`config.mk`:
```
export PLATFORM = sky130hd
export DESIGN_NAME = button_press_gen
export DESIGN_NICKNAME = d
export VERILOG_FILES = /design/src/rtl/button_pkg.sv /design/src/rtl/cycle_timer.sv /design/src/rtl/button_press_gen.sv
export SDC_FILE = /design/constraint.sdc
export NUM_CORES = 1
export LEC_CHECK = 0
export ABC_AREA = 1
export CORE_MARGIN = 1.5
export CORE_UTILIZATION = 49
export DETAILED_ROUTE_END_ITERATION = 6
export GPL_TIMING_DRIVEN = 0
export HOLD_SLACK_MARGIN = 0.06
export PLACE_DENSITY = 0.8
export RECOVER_POWER = 100
export SYNTH_ARGS = -nofsm -noshare
export SYNTH_HDL_FRONTEND = slang
export SYNTH_HIERARCHICAL = 1
export SYNTH_SLANG_ARGS = --single-unit
```
`constraint.sdc`:
```
create_clock -name Clk -period 1.9 [get_ports Clk]
set_input_delay 0.19 -clock Clk [delete_from_list [all_inputs] [get_ports Clk]]
set_output_delay 0.19 -clock Clk [all_outputs]
set_load 0.01 [all_outputs]
```
`src/rtl/button_pkg.sv`:
```
// Shared types and defaults for the button press generator.
package button_pkg;

    localparam int CW_DEF = 8;  // timer / hold / gap width
    localparam int PW_DEF = 3;  // pending-request counter width

    // Press sequencer states; 2'b11 is unused and recovers to IDLE.
    typedef enum logic [1:0] {
        IDLE    = 2'd0,
        PRESS   = 2'd1,
        RELEASE = 2'd2
    } press_state_t;

endpackage

```
`src/rtl/cycle_timer.sv`:
```
// Loadable down-counter shared by the PRESS and RELEASE phases.
// Load has priority; otherwise the count decrements and parks at zero.
module cycle_timer #(
    parameter int CW = 8
) (
    input  logic          Clk,
    input  logic          Reset,
    input  logic          Load,
    input  logic [CW-1:0] LoadVal,
    output logic          Zero,
    output logic [CW-1:0] Count
);

    logic [CW-1:0] count_q;
    logic [CW-1:0] count_d;

    // Next count: load wins, else count down until zero.
    always_comb begin
        count_d = count_q;
        if (Load) begin
            count_d = LoadVal;
        end else if (count_q != '0) begin
            count_d = count_q - 1'b1;
        end
    end

    // Count register, cleared asynchronously.
    always_ff @(posedge Clk or posedge Reset) begin
        if (Reset) begin
            count_q <= '0;
        end else begin
            count_q <= count_d;
        end
    end

    assign Zero  = (count_q == '0);
    assign Count = count_q;

endmodule

```
`src/rtl/button_press_gen.sv`:
```
// Turns one-cycle Go requests into timed button waveforms: Bo high for
// max(HoldCycles,1) cycles, then low for max(GapCycles,1) cycles.
// Requests arriving while busy are queued in a saturating counter and
// replayed back-to-back with no idle cycle in between.
// Handshake: Go is a fire-and-forget request, one per high cycle; there is
// no ready. A request that finds the queue full is dropped and flagged on
// the sticky Overflow, which only Reset clears.
module button_press_gen
    import button_pkg::*;
#(
    parameter int CW = CW_DEF,
    parameter int PW = PW_DEF
) (
    input  logic          Clk,
    input  logic          Reset,
    input  logic          Go,
    input  logic [CW-1:0] HoldCycles,
    input  logic [CW-1:0] GapCycles,
    output logic          Bo,
    output logic          Busy,
    output logic          Done,
    output logic [PW-1:0] Pending,
    output logic          Overflow,
    output logic [1:0]    State
);

    localparam logic [CW-1:0] ONE_C   = {{(CW-1){1'b0}}, 1'b1};
    localparam logic [PW-1:0] PEND_MAX = '1;

    press_state_t  state_q, state_d;
    logic          bo_q, bo_d;
    logic          busy_q, busy_d;
    logic          done_q, done_d;
    logic [PW-1:0] pending_q, pending_d;
    logic          overflow_q, overflow_d;
    logic [CW-1:0] gap_q, gap_d;

    logic          tmr_load;
    logic [CW-1:0] tmr_load_val;
    logic          tmr_zero;
    logic [CW-1:0] tmr_count;

    logic [CW-1:0] hold_eff;
    logic [CW-1:0] gap_eff;
    logic          start;
    logic          consume;
    logic          go_queued;

    assign hold_eff = (HoldCycles == '0) ? ONE_C : HoldCycles;
    assign gap_eff  = (GapCycles  == '0) ? ONE_C : GapCycles;

    cycle_timer #(.CW(CW)) u_timer (
        .Clk     (Clk),
        .Reset   (Reset),
        .Load    (tmr_load),
        .LoadVal (tmr_load_val),
        .Zero    (tmr_zero),
        .Count   (tmr_count)
    );

    // Next-state, timer control, queue bookkeeping and registered outputs.
    always_comb begin
        state_d      = state_q;
        gap_d        = gap_q;
        pending_d    = pending_q;
        overflow_d   = overflow_q;
        tmr_load     = 1'b0;
        tmr_load_val = '0;
        start        = 1'b0;
        consume      = 1'b0;
        go_queued    = 1'b0;

        case (state_q)
            IDLE: begin
                if (Go) begin
                    state_d = PRESS;
                    start   = 1'b1;
                end
            end
            PRESS: begin
                if (tmr_zero) begin
                    state_d      = RELEASE;
                    tmr_load     = 1'b1;
                    tmr_load_val = gap_q - 1'b1;
                end
            end
            RELEASE: begin
                if (tmr_zero) begin
                    if ((pending_q != '0) || Go) begin
                        // Chain straight into the next press, no IDLE gap.
                        state_d = PRESS;
                        start   = 1'b1;
                        consume = (pending_q != '0);
                    end else begin
                        state_d = IDLE;
                    end
                end
            end
            default: begin
                state_d = IDLE;
            end
        endcase

        // Lengths are captured only on the edge that enters PRESS.
        if (start) begin
            tmr_load     = 1'b1;
            tmr_load_val = hold_eff - 1'b1;
            gap_d        = gap_eff;
        end

        // A Go that directly starts a press with an empty queue is not queued.
        if ((state_q == PRESS) || (state_q == RELEASE)) begin
            go_queued = Go && !(start && !consume);
        end

        if (consume && go_queued) begin
            pending_d = pending_q;
        end else if (consume) begin
            pending_d = pending_q - 1'b1;
        end else if (go_queued) begin
            if (pending_q == PEND_MAX) begin
                overflow_d = 1'b1;
            end else begin
                pending_d = pending_q + 1'b1;
            end
        end

        if (state_d == IDLE) begin
            pending_d = '0;
        end

        bo_d   = (state_d == PRESS);
        busy_d = (state_d != IDLE);
        // Done marks the cycle whose timer value will be zero in RELEASE.
        done_d = (state_d == RELEASE) &&
                 (tmr_load ? (tmr_load_val == '0) : (tmr_count == ONE_C));
    end

    // State and output registers; reset drops Bo without waiting for a clock.
    always_ff @(posedge Clk or posedge Reset) begin
        if (Reset) begin
            state_q    <= IDLE;
            bo_q       <= 1'b0;
            busy_q     <= 1'b0;
            done_q     <= 1'b0;
            pending_q  <= '0;
            overflow_q <= 1'b0;
            gap_q      <= ONE_C;
        end else begin
            state_q    <= state_d;
            bo_q       <= bo_d;
            busy_q     <= busy_d;
            done_q     <= done_d;
            pending_q  <= pending_d;
            overflow_q <= overflow_d;
            gap_q      <= gap_d;
        end
    end

    assign Bo       = bo_q;
    assign Busy     = busy_q;
    assign Done     = done_q;
    assign Pending  = pending_q;
    assign Overflow = overflow_q;
    assign State    = state_q;

endmodule
```
==> summary.txt <==
Clocking
  • Worst-path clk slew: approximately 90 ps
  • CTS Buf Count: 3
  • TritonCTS clock tree: yes
  • Clock latency on the worst-skew pair: around 270 ps
  • Hold-fix buffers, CTS: 0
  • Clk root buf: clkbuf_8
  • H-Tree Depth: 1
  • Max clock buf depth: 2
  • Sink Count: 25

Global route
  • Global Route Usage Sum: 0.208
  • Vias in the first global route: 1773
  • Initial antenna violation count: 0
  • Grt ovf: 0
  • First-pass GRT wire length: 7080 microns
  • Largest net degree at the start of global routing: 18

Critical path
  • Critical R2R Launch: u_timer/Count[0]
  • Max Fanout on Critical Path: 6
  • CP Capture Type: register
  • Crit path from: u_timer/Count[0]
  • R2R setup slack: 6 ps
  • CP Capture Point: Pending[2]
  • Crit-path most repeated cell: nand2_4
  • Worst path required time: slightly above 2000 ps
  • Cell-by-cell trace of the critical path: inv_2 > ha_4 > nand2_4 > nor2_8 > nand2_4 > inv_4 > nand2_4 > inv_1 > fa_2 > xor2_2 > nor3_2 > nor2_1
  • RR Endpoint: Pending[2]
  • Setup crit start kind: register
  • Worst Setup Path Type: reg -> reg
  • Highest cell delay on the worst timing path: between 300 and 400 ps
  • Cells on worst reg2reg path: 12
  • Arrival time worst endpoint: just over 2000 ps
  • Critical-path top delay cell: dfrtp_1

STA
  • Final setup margin: slightly above 6 ps
  • Final setup viols: 0
  • Slew Limit Fails: 0
  • Period utilization: 0.997
  • Max frequency: 528 MHz
  • Slew headroom: 0.577
  • Fin crit period: between 1500 and 2000 ps
  • Final hold vios: 0
  • Max Clock Skew: between 5 and 6 ps
  • Actual slew at the worst max-slew pin: ~630 ps
  • RSZ-0062 raised after global routing: yes

Yosys
  • Seq/Total Area, Yosys: 0.326
  • Ys Warns: 6
  • Yosys top cell by area: dfrtp_1
  • Top post-synthesis cells by area: dfrtp_1 (31%), nand2_1 (16%), inv_1 (9.0%), nor2_1 (6.8%), nand3_1 (5.5%)
  • Yosys top cell area share: 0.312
  • Syn_area_per_cell: between 6 and 7 sq um
  • Post-Syn Area: 0.00192 sq mm
  • Flops & latches, synth: 25
  • Syn nets: about 310
  • Syn Inst Count: between 200 and 300
  • Netlist cell types: 34

Route
  • DRC violations left: 0
  • Routed wire length: roughly 4300 microns
  • Vias per cell: 4.98
  • Initial DRC Count: 45
  • Routed wire length per instance: between 10 and 15 microns
  • Drt first pass iters: 4
  • Metal-1 WL: between 1500 and 2000 microns
  • Highest metal used: met4
  • Final ANT Viol Nets: 0
  • Routed met2 length: ~2300 microns
  • Met3 Routed Length: around 90 microns
  • Vias: roughly 1900

Place
  • Placer Congestion: 0.866
  • I/O Buffers: 27
  • Detailed placement HPWL: roughly 3100 microns
  • Place WS: -347 ps
  • DP Area: between 0.002 and 0.0025 sq mm

Layout
  • Leading cell type in the layout, fill and taps excluded: nand2_1
  • Most frequent cells in the layout: nand2_1 (75), inv_1 (38), nor2_1 (30), dfrtp_1 (20), nand3_1 (20)
  • Antenna Cells: 0
  • Final Net Count: between 300 and 400
  • Design Area, Final: around 0.0026 sq mm
  • P&R area growth vs syn: 34.0%
  • Share of cells above drive strength 1: 0.238
  • Filler instances: just over 300

Power
  • VDD IR max: around 0.69 mV
  • Static leakage: ~1.4 nW
  • Final Power: ~3.4 mW
  • Pwr per Cell Area: roughly 1300 mW/mm^2

Job
  • Max-cap violations: 0

Status
  • Outcome: finished, final reports clean

Die
  • Cell Rows: 22
  • Die area: 0.00431 sq mm
  • Starting Density: 0.518
  • Die W: about 66 microns
  • Number of top-level pins: 28
  • Die Y: approximately 66 microns
  • Core area: 0.00372 sq mm

Worst hold path
  • Worst Hold Class: in -> async
-- logic make-up after synthesis --
group / Yosys count / share of synthesized area
flops: 25 / 0.326
xor+xnor: 7 / 0.0319
simple gates: 167 / 0.404
compound gates: 24 / 0.0728
fa+ha+maj: 8 / 0.0559
buf+inv: 53 / 0.110
-- registers in the layout, summed over array words and instances, names as in the netlist --
register / count
Bo: 1
Busy: 1
Done: 1
Overflow: 1
Pending: 3
State: 2
gap_q: 8
u_timer/Count: 8
-- routing by layer --
metal | vias to the layer above | track usage
li1 | 987 | -
met1 | 898 | 0.248
met2 | 23 | 0.389
met3 | 5 | 0.0223
met4 | 0 | 0.0625
met5 | - | 0
-- worst min-delay path by stage --
stage	from	end	cells after the start
after floorplan	Reset	u_timer/Count[0]	1
final	Reset	u_timer/Count[4]	2
after detailed placement	Overflow	Overflow	1
after global placement	Overflow	Overflow	1
after global routing	Reset	u_timer/Count[1]	2
after CTS	Reset	u_timer/Count[4]	2
-- report_power, final --
group          total, mW  internal [mW]  switching, mW
Clock              0.320          0.150          0.170
Combinational       2.13          0.932           1.20
Sequential         0.993          0.779          0.214
Total               3.45           1.86           1.59
-- critical path: cells and delay by family, from the launching register on --
family	cells	cell delay, ps
and+or+nand+nor	6	550
adders and majority gates	2	520
xor gates and xnor gates	1	160
DFF	1	380
buffers and inverters	3	160
-- layout make-up --
cell class | instances | area [sq um] | area share
Multi-Input combinational cell | 206 | 1190 | 0.460
Sequential cell | 25 | 632 | 0.245
Timing Repair Buffer | 48 | 437 | 0.169
Inverter | 50 | 190 | 0.0738
Tap cell | 48 | 60.1 | 0.0233
Clock buffer | 4 | 45.0 | 0.0175
Buffer | 3 | 27.5 | 0.0107
-- Yosys cell counts (all sizes together) --
cell type,count
nand2,89
inv,48
nor2,39
dfrtp,24
nand3,23
o21ai,15
ha,7
nand4,6
a21oi,5
nor3,5
xor2,4
buf,3
nor4,3
xnor2,3
clkinv,2
o211ai,2
a31o,1
dfstp,1
fa,1
nand3b,1
o32ai,1
or2,1
-- through the flow --
stage,utilization,hold slack (ps),cells,TNS [ps]
CTS,0.655,198,375,0
finish,0.694,308,384,0
global placement,0.611,465,359,-1360
floorplan,-,5.66,284,0
detailed placement,0.611,454,359,-1680
global route,0.694,361,384,-703
-- what timing repair did --
action	CTS	global route
setup buffers	12	9
gates resized for setup	14	25
setup endpoints to repair	12	12
pin swaps	13	13
No activity file was read; power rests on OpenSTA's default activity.
